[config.mk]
export PLATFORM = sky130hd
export DESIGN_NAME = miriscv_data_arbiter
export DESIGN_NICKNAME = d
export VERILOG_FILES = /design/src/rtl/miriscv_data_arbiter.sv
export SDC_FILE = /design/constraint.sdc
export NUM_CORES = 1
export LEC_CHECK = 0
export BUFFER_PORTS_ARGS = -buffer_cell sky130_fd_sc_hd__buf_2
export CAP_MARGIN = 20
export CORE_AREA = 2 2 122 124
export DETAILED_ROUTE_END_ITERATION = 16
export DIE_AREA = 0 0 124 126
export PLACE_DENSITY = 0.54
export RECOVER_POWER = 50
export SYNTH_ARGS = -nofsm -noshare
export SYNTH_HDL_FRONTEND = slang
export SYNTH_SLANG_ARGS = --single-unit
export TNS_END_PERCENT = 5
[constraint.sdc]
create_clock -name clk_i -period 1.8 [get_ports clk_i]
set_clock_uncertainty 0.1 [all_clocks]
set_input_delay 0.27 -clock clk_i [delete_from_list [all_inputs] [get_ports clk_i]]
set_output_delay 0.27 -clock clk_i [all_outputs]
set_load 0.02 [all_outputs]
[src/rtl/miriscv_data_arbiter.sv]
// Two-master arbiter onto one single-ported RAM data port, one outstanding transaction at a time.
// Grant is combinational in the request cycle; response is forwarded the cycle rvalid arrives, or as an error after TIMEOUT_CYCLES.
module miriscv_data_arbiter #(
    parameter int FIXED_PRIO     = 0,
    parameter int TIMEOUT_CYCLES = 16
) (
    input  logic        clk_i,
    input  logic        rst_n_i,
    input  logic        m0_req_i,
    input  logic        m0_we_i,
    input  logic [3:0]  m0_be_i,
    input  logic [31:0] m0_addr_i,
    input  logic [31:0] m0_wdata_i,
    output logic        m0_gnt_o,
    output logic        m0_rvalid_o,
    output logic [31:0] m0_rdata_o,
    output logic        m0_err_o,
    input  logic        m1_req_i,
    input  logic        m1_we_i,
    input  logic [3:0]  m1_be_i,
    input  logic [31:0] m1_addr_i,
    input  logic [31:0] m1_wdata_i,
    output logic        m1_gnt_o,
    output logic        m1_rvalid_o,
    output logic [31:0] m1_rdata_o,
    output logic        m1_err_o,
    output logic        s_req_o,
    output logic        s_we_o,
    output logic [3:0]  s_be_o,
    output logic [31:0] s_addr_o,
    output logic [31:0] s_wdata_o,
    input  logic        s_gnt_i,
    input  logic        s_rvalid_i,
    input  logic [31:0] s_rdata_i
);
    localparam int TW = $clog2(TIMEOUT_CYCLES + 1);
    localparam logic [TW-1:0] TMO_LAST = TW'(TIMEOUT_CYCLES - 1);

    typedef enum logic [1:0] {ST_IDLE, ST_HOLD, ST_WAIT} state_t;

    state_t        r_state;
    state_t        w_state_nxt;
    logic          r_sel;
    logic          r_owner;
    logic          r_last_grant;
    logic [TW-1:0] r_tmo_cnt;

    logic w_winner;
    logic w_cur_sel;
    logic w_cur_req;
    logic w_gnt;
    logic w_rsp_ok;
    logic w_rsp_tmo;
    logic w_rsp;

    always_comb begin
        w_winner = m1_req_i;
        if (m0_req_i && m1_req_i) begin
            w_winner = (FIXED_PRIO != 0) ? 1'b0 : ~r_last_grant;
        end
    end

    // HOLD keeps the earlier choice so a late request from the other master cannot steal the slot.
    always_comb begin
        w_cur_sel = (r_state == ST_HOLD) ? r_sel : w_winner;
        case (r_state)
            ST_IDLE: w_cur_req = m0_req_i | m1_req_i;
            ST_HOLD: w_cur_req = r_sel ? m1_req_i : m0_req_i;
            default: w_cur_req = 1'b0;
        endcase
    end

    assign w_gnt     = w_cur_req & s_gnt_i;
    assign w_rsp_ok  = (r_state == ST_WAIT) & s_rvalid_i;
    assign w_rsp_tmo = (r_state == ST_WAIT) & ~s_rvalid_i & (r_tmo_cnt == TMO_LAST);
    assign w_rsp     = w_rsp_ok | w_rsp_tmo;

    always_ff @(posedge clk_i) begin
        if (rst_n_i) begin
            r_state <= ST_IDLE;
        end else begin
            r_state <= w_state_nxt;
        end
    end

    always_comb begin
        w_state_nxt = r_state;
        case (r_state)
            ST_IDLE: if (w_cur_req) w_state_nxt = s_gnt_i ? ST_WAIT : ST_HOLD;
            ST_HOLD: begin
                if (!w_cur_req)  w_state_nxt = ST_IDLE;
                else if (s_gnt_i) w_state_nxt = ST_WAIT;
            end
            ST_WAIT: if (w_rsp) w_state_nxt = ST_IDLE;
            default: w_state_nxt = ST_IDLE;
        endcase
    end

    always_ff @(posedge clk_i) begin
        if (rst_n_i) begin
            r_sel        <= 1'b0;
            r_owner      <= 1'b0;
            r_last_grant <= 1'b1;
            r_tmo_cnt    <= '0;
        end else begin
            if (w_gnt) begin
                r_owner      <= w_cur_sel;
                r_last_grant <= w_cur_sel;
                r_tmo_cnt    <= '0;
            end
            if (r_state == ST_IDLE && w_cur_req && !s_gnt_i) begin
                r_sel <= w_winner;
            end
            if (r_state == ST_WAIT && !w_rsp) begin
                r_tmo_cnt <= r_tmo_cnt + TW'(1);
            end
        end
    end

    always_comb begin
        s_req_o     = w_cur_req;
        s_we_o      = w_cur_req & (w_cur_sel ? m1_we_i : m0_we_i);
        s_be_o      = {4{w_cur_req}} & (w_cur_sel ? m1_be_i : m0_be_i);
        s_addr_o    = {32{w_cur_req}} & (w_cur_sel ? m1_addr_i : m0_addr_i);
        s_wdata_o   = {32{w_cur_req}} & (w_cur_sel ? m1_wdata_i : m0_wdata_i);
        m0_gnt_o    = w_gnt & ~w_cur_sel;
        m1_gnt_o    = w_gnt & w_cur_sel;
        m0_rvalid_o = w_rsp & ~r_owner;
        m1_rvalid_o = w_rsp & r_owner;
        m0_err_o    = w_rsp_tmo & ~r_owner;
        m1_err_o    = w_rsp_tmo & r_owner;
        m0_rdata_o  = (w_rsp_ok & ~r_owner) ? s_rdata_i : 32'h0;
        m1_rdata_o  = (w_rsp_ok & r_owner) ? s_rdata_i : 32'h0;
        if (rst_n_i) begin
            s_req_o     = 1'b0;
            s_we_o      = 1'b0;
            s_be_o      = 4'h0;
            s_addr_o    = 32'h0;
            s_wdata_o   = 32'h0;
            m0_gnt_o    = 1'b0;
            m1_gnt_o    = 1'b0;
            m0_rvalid_o = 1'b0;
            m1_rvalid_o = 1'b0;
            m0_err_o    = 1'b0;
            m1_err_o    = 1'b0;
            m0_rdata_o  = 32'h0;
            m1_rdata_o  = 32'h0;
        end
    end
endmodule

==> out/results.ini, run 1 <==
[sta]
max_freq_mhz=452
final-hold-violation-count=0
finalWorstSetupSlack_ps=-411
rsz0062_at_grt=true
maxSlewViolCount=0
setup_viol=115
fin_crit_ps=2210
max_slew_margin_pct=75.4
timing.final.crit_share_pct=123
tightest_slew_ps=370

[synthesis]
ys_seq_elements=10
yosysMostFrequentCell=nor2_1
async_flop_share_pct=0
netlist_area_um2=2180
synth_flop_cell=dfxtp_1
syn_avg_cell_area_um2=6.48
yosys.area_share.simple_pct=42.4
yosysTopAreaCell=mux2i_1
synthAdderAreaFrac_pct=1.15
synth_top_family_by_area=simple AND/OR/NAND/NOR gates
synth_commonest_cells=nor2_1 (144), mux2i_1 (71), nand2b_1 (38)
synth-xor-area-share_pct=0
synth_compound_area_share_pct=5.05
synthTopCellsByArea=mux2i_1 (33%), nor2_1 (25%), nand2b_1 (11%), dfxtp_1 (9.2%), buf_6 (3.6%)
synth_nets=515
yosys_warnings=0
yosysTopAreaCellShare_pct=32.6
ys_types=30
synth-edff-count=0
synth.yosys.seq_area_share_pct=9.17
synthMuxAreaShare_pct=32.6
syn_inst=337

[drt]
detail_route.first_pass.iterations=4
viasPerCell=4.05
routed_wl_mm=10.3
routedWlPerCell_um=12.1
drt-initial-drc-count=67
via_count=3462
drc=0
postRouteAntennaNets=0

[worst_setup_path]
r2r_setup_slack_ps=-180
cp_max_fo=37
r2r_cells=6
worst_setup_path_end_kind=output pin
startpoint_type=flip-flop
r2r_end=r_tmo_cnt[0]
cp.arrival_ps=1840
worstPathRequired_ps=1430
r2r-start=r_tmo_cnt[0]
critPathKind=reg -> out

[grt]
grt_use_total_pct=11.5
grt_pass1_vias=3030
grt_max_degree=44
grt_overflow=0
antenna_found_initial=0
grt_pass1_wl_mm=14.6

[flow_run]
cap_viol_max_count=0

[layout]
fillers=1530
multi_input_area_um2=2070
drive_gt1_share_pct=69.4
n_antenna_cell=0
fin_nets=849
area_growth_pct=126
regArea_um2=209

[hold_path]
hold_end=r_last_grant
min_from=s_gnt_i
holdCritPathClass=in -> reg
holdPathStages=2

[clock_tree]
h-tree-depth=1
cts_max_path_buffers=2
numCtsBuffers=3
cts_tree=done
cts_sinks=10
cts-root-buf=clkbuf_16
clock_latency_ps=240
clkTransAtPathRegs_ps=40

[floorplanning]
dieArea_um2=15600
boundaryPins=316
start_util_pct=15.2
rows=44
core_um2=14300
fp.dieH_um=126
die_x_um=124

[run_status]
status=complete, but fails checks
violations=negative setup slack

[power]
p_leak_nw=2.76
finalPower_w=0.00189
ir_drop_uv=221
powerDensity_nw_per_um2=382

[place]
io_buffers=315
pre_cts_ws_ps=-218
dp_hpwl_mm=8.41
place_congestion=0.819

## cells by family after synthesis
| group | Yosys count |
|---|---|
| flops | 10 |
| buf+inv | 31 |
| fa+ha+maj | 2 |
| mux | 71 |
| simple gates | 205 |
| compound gates | 18 |
## report_power, final
group	switching (W)	leakage (nW)	total, W	internal [W]
Sequential	0.00000952	0.0839	0.000241	0.000232
Clock	0.000110	0.0442	0.000445	0.000335
Combinational	0.000616	2.63	0.00120	0.000586
## area by class of cell
class	instances	area share [%]
Timing Repair Buffer	356	47.0
Clock buffer	4	1.80
Tap cell	184	4.66
Inverter	4	0.380
Sequential cell	10	4.23
Multi-Input combinational cell	296	41.9
## registers in the layout (all words and copies together) (netlist names)
| register | count |
|---|---|
| r_tmo_cnt | 5 |
| r_owner | 1 |
| r_state | 2 |
| r_sel | 1 |
| r_last_grant | 1 |
## per-stage QoR
step | setup TNS (ps) | utilization [%] | area, um2 | std cells | hold slack, ps
floorplan | -2310 | - | 2390 | 337 | 287
global placement | -12300 | 31.0 | 4440 | 850 | 387
detailed placement | -12520 | 31.0 | 4440 | 850 | 386
CTS | -28850 | 33.5 | 4790 | 854 | 240
global route | -37560 | 34.5 | 4940 | 854 | 245
finish | -27730 | 34.5 | 4940 | 854 | 250
## layer usage
layer	track usage (%)	vias to the layer above	share of wire [%]
li1	-	1772	-
met1	13.0	1521	39
met2	22.8	165	52
met3	1.45	4	8.3
met4	2.05	0	0.46
met5	0	-	0
## placed cells by master, fill, tap and decap left out, drive strengths merged
cell,n
clkbuf,4
nand2,4
clkinvlp,1
a21boi,2
or2,1
nor2b,3
dfxtp,10
inv,3
a31oi,2
ha,2
nand2b,38
nand3,5
nor3,4
or4b,1
and3,2
a22oi,1
nor2,144
a21oi,8
or4,1
a32oi,1
o21ai,2
buf,356
mux2i,71
o221ai,1
nand3b,2
o31ai,1
## worst max-delay path, cell delays in order (launching register included)
cell	delay (ps)
dfxtp_2	340
nand2b_1	120
a21oi_1	70
or4_4	510
buf_12	220
nor2_2	130
buf_2	170
## timing repair
| action | 4_1_cts | 5_1_grt |
|---|---|---|
| endpoints found under the setup margin | 146 | 146 |
| pin swaps | 6 | 0 |
| gates cloned | 0 | 0 |
| gates resized for setup | 96 | 51 |
| buffers inserted | 0 | 0 |
| hold buffers | 0 | 0 |
## worst max-delay path by stage
| stage | start | endpoint | slack [ps] | cells after the start |
|---|---|---|---|---|
| 3_3_place_gp | m1_req_i | s_wdata_o[15] | -220 | 9 |
| 5_1_grt | r_sel | s_addr_o[31] | -490 | 6 |
| 6_report | r_sel | s_addr_o[4] | -410 | 6 |
| 3_5_place_dp | m1_req_i | s_wdata_o[6] | -220 | 9 |
| 4_1_cts | r_sel | s_addr_o[20] | -430 | 6 |
| 2_1_floorplan | r_tmo_cnt[1] | r_tmo_cnt[3] | -100 | 8 |
Note: power is estimated with default switching activity, not from simulation.
==> run 2, diff against run 1 <==
MAX_ROUTING_LAYER = met4   (was unset)
PLACE_DENSITY = unset   (was 0.54)
==> run 2 against run 1 <==
The run still ends with negative setup slack left. Maximum frequency decreased by 0.75%. Final cell count grew 1.3%. Die area unchanged. Global-route usage grew 1.3 points. Core utilization rose by 2.7 points. Sequential share of layout area fell by 0.23 points. Total power is 8.4% higher. Worst setup slack got worse by 17 ps. Clock power shrank 12%. Via count grew 4.7%. Critical endpoint is now s_wdata_o[31]. Highest routed layer unchanged.
==> out/results.ini, run 2 (synthesized netlist as in run 1, its figures left out) <==
[run_status]
status=complete, but fails checks
violations=negative setup slack

[clock_tree]
cts-root-buf=clkbuf_16
ctsHoldBuffers=0  ; unchanged
cts_tree=done
cts_max_path_buffers=2  ; unchanged
clock_latency_ps=240  ; about the same
numCtsBuffers=3  ; unchanged
cts_sinks=10  ; unchanged
clkTransAtPathRegs_ps=40  ; about the same
h-tree-depth=1  ; unchanged

[layout]
n_antenna_cell=0  ; unchanged
regMostFlops=r_tmo_cnt
area_growth_pct=144
final_common_cell=buf_2
largest_registers=r_tmo_cnt: 5 flops, r_state: 2 flops
drive_gt1_share_pct=72.4  ; +3.0 points
fin_area_um2=5330  ; +7.8%
final_cell_mix=buf_2 (211), buf_4 (109), nor2_2 (81)
fin_nets=861  ; +1.4%
largest_reg_flops=5  ; unchanged
instances_no_fill=865  ; +1.3%

[place]
place_congestion=0.813  ; -0.64%
io_buffers=315  ; unchanged
dpl.cell_count=850  ; unchanged
dp_hpwl_mm=8.68  ; +3.2%
placed_cell_area_um2=4410  ; -0.56%

[drt]
routed_wl_mm=11.9  ; +15%
via_count=3623  ; +4.7%
postRouteAntennaNets=0  ; unchanged
routedWlPerCell_um=13.7  ; +14%
drc=0  ; unchanged
drt-initial-drc-count=161  ; +140%
detail_route.first_pass.iterations=4  ; unchanged
viasPerCell=4.19  ; +3.3%

[floorplanning]
start_util_pct=15.2  ; unchanged
boundaryPins=316  ; unchanged
core_um2=14300  ; unchanged
fp.dieH_um=126  ; unchanged
rows=44  ; unchanged
die_x_um=124  ; unchanged
dieArea_um2=15600  ; unchanged

[power]
powerDensity_nw_per_um2=384  ; +0.58%
ir_drop_uv=227  ; +2.9%
finalPower_w=0.00205  ; +8.4%
p_leak_nw=2.85  ; +3.5%

[worst_setup_path]
r2r-start=r_tmo_cnt[0]
worstPathRequired_ps=1430  ; about the same
worst_setup_path_end_kind=output pin
critPathKind=reg -> out
startpoint_type=flip-flop
crit_path_start=r_state[0]
cp.arrival_ps=1860  ; +20 ps
cp_max_fo=23  ; -38%

[sta]
setup_viol=114  ; -0.87%
final-hold-violation-count=0  ; unchanged
max_slew_margin_pct=73.8  ; -1.6 points
tns_ps=-32710  ; -4980 ps
max_freq_mhz=449  ; -0.75%
timing.hold.ws_ps=224  ; -26.4 ps
tightest_slew_ps=394  ; +23.9 ps
maxSlewViolCount=0  ; unchanged
fin_crit_ps=2230  ; +16.7 ps
rsz0062_at_grt=true
finalWorstSetupSlack_ps=-427  ; -16.7 ps
timing.final.crit_share_pct=124  ; +0.93 points

[grt]
grt_max_degree=47  ; +6.8%
grt_pass1_vias=3188  ; +5.2%
antenna_found_initial=0  ; unchanged
grt_overflow=0  ; unchanged
grt_use_total_pct=12.8  ; +1.3 points
grt_pass1_wl_mm=15.4  ; +5.5%

[hold_path]
holdCritPathClass=in -> reg
min_from=s_gnt_i

[flow_run]
cap_viol_max_count=0  ; unchanged

-- run 2: cell count changes in the layout (fill, tap and decap cells not counted), sizes merged --
| cell | change |
|---|---|
| clkbuf | +3 |
| buf | +6 |
| or4 | +1 |
| bufbuf | +1 |
-- run 2: cell type report --
cell class              instances  area (um2)
fillers                      1445        8990
inverters                       4        18.8
flip-flops and latches         10         213
well taps                     184         230
repair buffers                367        2600
clock buffers                   3        75.1
multi-input cells             297        2190
-- run 2: path summary, 6_finish.rpt --
check / cells after the start / slack (ps) / end
setup / recovery: 6 / -430 / s_wdata_o[31]
hold / removal: 2 / 220 / r_last_grant
setup reg to reg: 6 / -160 / r_tmo_cnt[0]
hold reg to reg: 2 / 420 / r_tmo_cnt[4]
-- run 2: where the power goes --
part	total [W]	internal, W	switching (W)
clock	0.000393	0.000288	0.000104
combinational	0.00141	0.000721	0.000691
sequential	0.000242	0.000232	0.0000103
total	0.00205	0.00124	0.000805
-- run 2: routing by layer --
| layer | routed length (um) | track usage (%) | vias to the layer above |
|---|---|---|---|
| li1 | - | - | 1804 |
| met1 | 4710 | 15.0 | 1621 |
| met2 | 6150 | 23.5 | 186 |
| met3 | 890 | 1.09 | 12 |
| met4 | 118 | 2.71 | 0 |
| met5 | 0 | - | - |
-- run 2: timing repair --
action,4_1_cts,5_1_grt
buffers inserted,5,0
endpoints found under the hold margin,0,0
resized for setup,84,109
setup endpoints to repair,146,146
pin swaps,9,0
gates cloned,3,5
-- run 2: critical path: stages (launching register included) --
cell and delay [ps]:
dfxtp_4 370, nand2_1 80, nor2_1 70, or4_4 570, clkbuf_16 250, nor2_2 150, buf_6 130
-- run 2: per-stage QoR --
stage / worst slack, ps / util [%]
after floorplan: -104 / -
after global placement: -357 / 30.8
after detailed placement: -360 / 30.8
after CTS: -417 / 34.1
after global routing: -518 / 37.2
final: -427 / 37.2
==> run 3, diff against run 2 <==
CELL_PAD_IN_SITES_DETAIL_PLACEMENT = 0   (was unset)
CELL_PAD_IN_SITES_GLOBAL_PLACEMENT = 2   (was unset)
CORE_AREA = unset   (was 2 2 122 124)
CORE_MARGIN = 1.5   (was unset)
CORE_UTILIZATION = 13   (was unset)
DIE_AREA = unset   (was 0 0 124 126)
PLACE_DENSITY_LB_ADDON = 0.1   (was unset)
clock period = 2.8 ns   (was 1.8 ns; I/O delays follow)
==> run 3 against run 2 <==
The run now ends clean. Global-route usage is 0.51 points higher. Combinational power is 56% lower. Final cell count is 0.23% lower. Total power is 48% lower. Sequential share of layout area is 1.1 points higher. Wire length is 2.6% higher. Sequential power is 36% lower.
==> out/results.ini, run 3 (synthesized netlist as in run 1, its figures left out) <==
[run_status]
status=complete, no violations

[sta]
tns_ps=0  ; +32710 ps
maxSlewViolCount=0  ; unchanged
timing.final.crit_share_pct=96.8
fin_crit_ps=2710
setup_viol=0  ; -100%
max_freq_mhz=369
tightest_slew_ps=767  ; +374 ps
final-hold-violation-count=0  ; unchanged
max_slew_margin_pct=48.9  ; -25 points
rsz0062_at_grt=false

[power]
p_int_w=0.000641  ; -48%
p_leak_nw=2.29  ; -20%
powerDensity_nw_per_um2=267  ; -30%
pwr-share-seq_pct=14.6  ; +2.8 points
ir_drop_uv=169  ; -26%
p_sw_w=0.000426  ; -47%
p_clk_share_pct=26.7  ; +7.5 points
swShare_pct=39.9  ; +0.55 points
finalPower_w=0.00107  ; -48%
comb_power_share_pct=58.8  ; -10 points

[worst_setup_path]
cp_max_fo=69  ; +200%
worstPathRequired_ps=2280  ; +850 ps
worst_setup_path_end_kind=output pin
cp.arrival_ps=2190  ; +330 ps
startpoint_type=flip-flop
critPathKind=reg -> out

[layout]
instances_no_fill=863  ; -0.23%
final_cell_mix=buf_2 (249), nor2_1 (144), mux2i_1 (70)
regMostFlops=r_tmo_cnt
final_common_cell=buf_2
drive_gt1_share_pct=42.2  ; -30 points
fin_nets=819  ; -4.9%
area_growth_pct=83.0
fin_area_um2=3990  ; -25%
largest_reg_flops=5  ; unchanged
largest_registers=r_tmo_cnt: 5 flops, r_state: 2 flops

[drt]
routed_wl_mm=12.2  ; +2.6%
detail_route.first_pass.iterations=4  ; unchanged
routedWlPerCell_um=14.1  ; +2.9%
drt-initial-drc-count=137  ; -15%
viasPerCell=3.89  ; -7.1%
postRouteAntennaNets=0  ; unchanged
via_count=3359  ; -7.3%
drc=0  ; unchanged

[grt]
grt_overflow=0  ; unchanged
antenna_found_initial=3  ; +3
grt_pass1_wl_mm=18.0  ; +16%
grt_use_total_pct=13.3  ; +0.51 points
grt_pass1_vias=3168  ; -0.63%
grt_max_degree=70  ; +49%

[floorplanning]
dieArea_um2=17600  ; +12%
boundaryPins=316  ; unchanged
start_util_pct=13.3  ; -2.0 points
rows=47  ; +6.8%
die_x_um=133  ; +6.9%
fp.dieH_um=133  ; +5.2%
core_um2=16500  ; +15%

[place]
dp_hpwl_mm=10.0  ; +16%
dpl.cell_count=856  ; +0.71%
io_buffers=315  ; unchanged
placed_cell_area_um2=3980  ; -9.7%
place_congestion=0.866  ; +6.5%

[hold_path]
holdCritPathClass=in -> reg

[clock_tree]
cts-root-buf=clkbuf_16
ctsHoldBuffers=0  ; unchanged
cts_max_path_buffers=2  ; unchanged
numCtsBuffers=3  ; unchanged
h-tree-depth=1  ; unchanged
cts_sinks=10  ; unchanged
clock_latency_ps=240  ; about the same
cts_tree=done
clkTransAtPathRegs_ps=40  ; about the same

[flow_run]
cap_viol_max_count=0  ; unchanged

[run 3: cell types whose count changed in the layout (fill, tap and decap cells not counted), moves of 4 or more]
cell       before  now
buf_4         109    5
nor2_1         63  144
nor2_2         81    0
clkbuf_1        0   66
buf_2         211  249
buf_6          30    0
mux2i_1        56   70
mux2i_2         9    0
dfxtp_1         4    9
mux2i_4         6    1
buf_12          8    4
clkbuf_16       7    3
[run 3: per-stage QoR]
stage	worst slack [ps]	utilization (%)	hold WS, ps
6_report	91.0	24.3	377
2_1_floorplan	676	-	361
5_1_grt	28.9	24.3	391
4_1_cts	17.8	24.7	381
3_3_place_gp	272	24.2	376
3_5_place_dp	276	24.2	382
[run 3: critical path: stages (launching register included)]
cell and delay [ps]:
dfxtp_2 390, nand2b_1 140, a21oi_1 70, or4_2 650
buf_12 250, nor2_1 210, buf_2 200
[run 3: final cells by class]
class / count / area [um2]
Antenna cell: 3 / 7.51
Clock buffer: 4 / 88.8
Multi-Input combinational cell: 296 / 1780
Inverter: 4 / 15.0
Sequential cell: 10 / 201
Tap cell: 220 / 275
Fill cell: 1960 / 12500
Timing Repair Buffer: 326 / 1620
[run 3: routing by layer]
metal	routed length, um	GRT usage [%]	vias to the layer above
li1	-	-	1712
met1	4660	14.3	1481
met2	6490	24.9	152
met3	805	2.49	14
met4	229	3.42	0
met5	0	-	-
[run 3: worst paths after layout]
kind | from | endpoint | slack [ps] | cells past startpoint
setup / recovery | r_sel | s_addr_o[5] | 90 | 6
hold / removal | s_gnt_i | r_last_grant | 380 | 2
setup reg to reg | r_tmo_cnt[0] | r_tmo_cnt[0] | 500 | 6
hold reg to reg | r_tmo_cnt[1] | r_tmo_cnt[1] | 380 | 2
[run 3: power by group through the flow]
stage	combinational (W)	sequential [W]	clock, W
after floorplan	0.000383	0.000157	0
after global placement	0.000639	0.000157	0
after detailed placement	0.000638	0.000157	0
after CTS	0.000640	0.000155	0.000293
after global routing	0.000684	0.000156	0.000304
final	0.000627	0.000155	0.000285
[run 3: repair_timing]
| action | CTS | global route |
|---|---|---|
| gates resized for setup | 0 | 1 |
| endpoints found under the hold margin | 0 | 0 |
| buffers inserted | 0 | 0 |
| endpoints found under the setup margin | 0 | 9 |
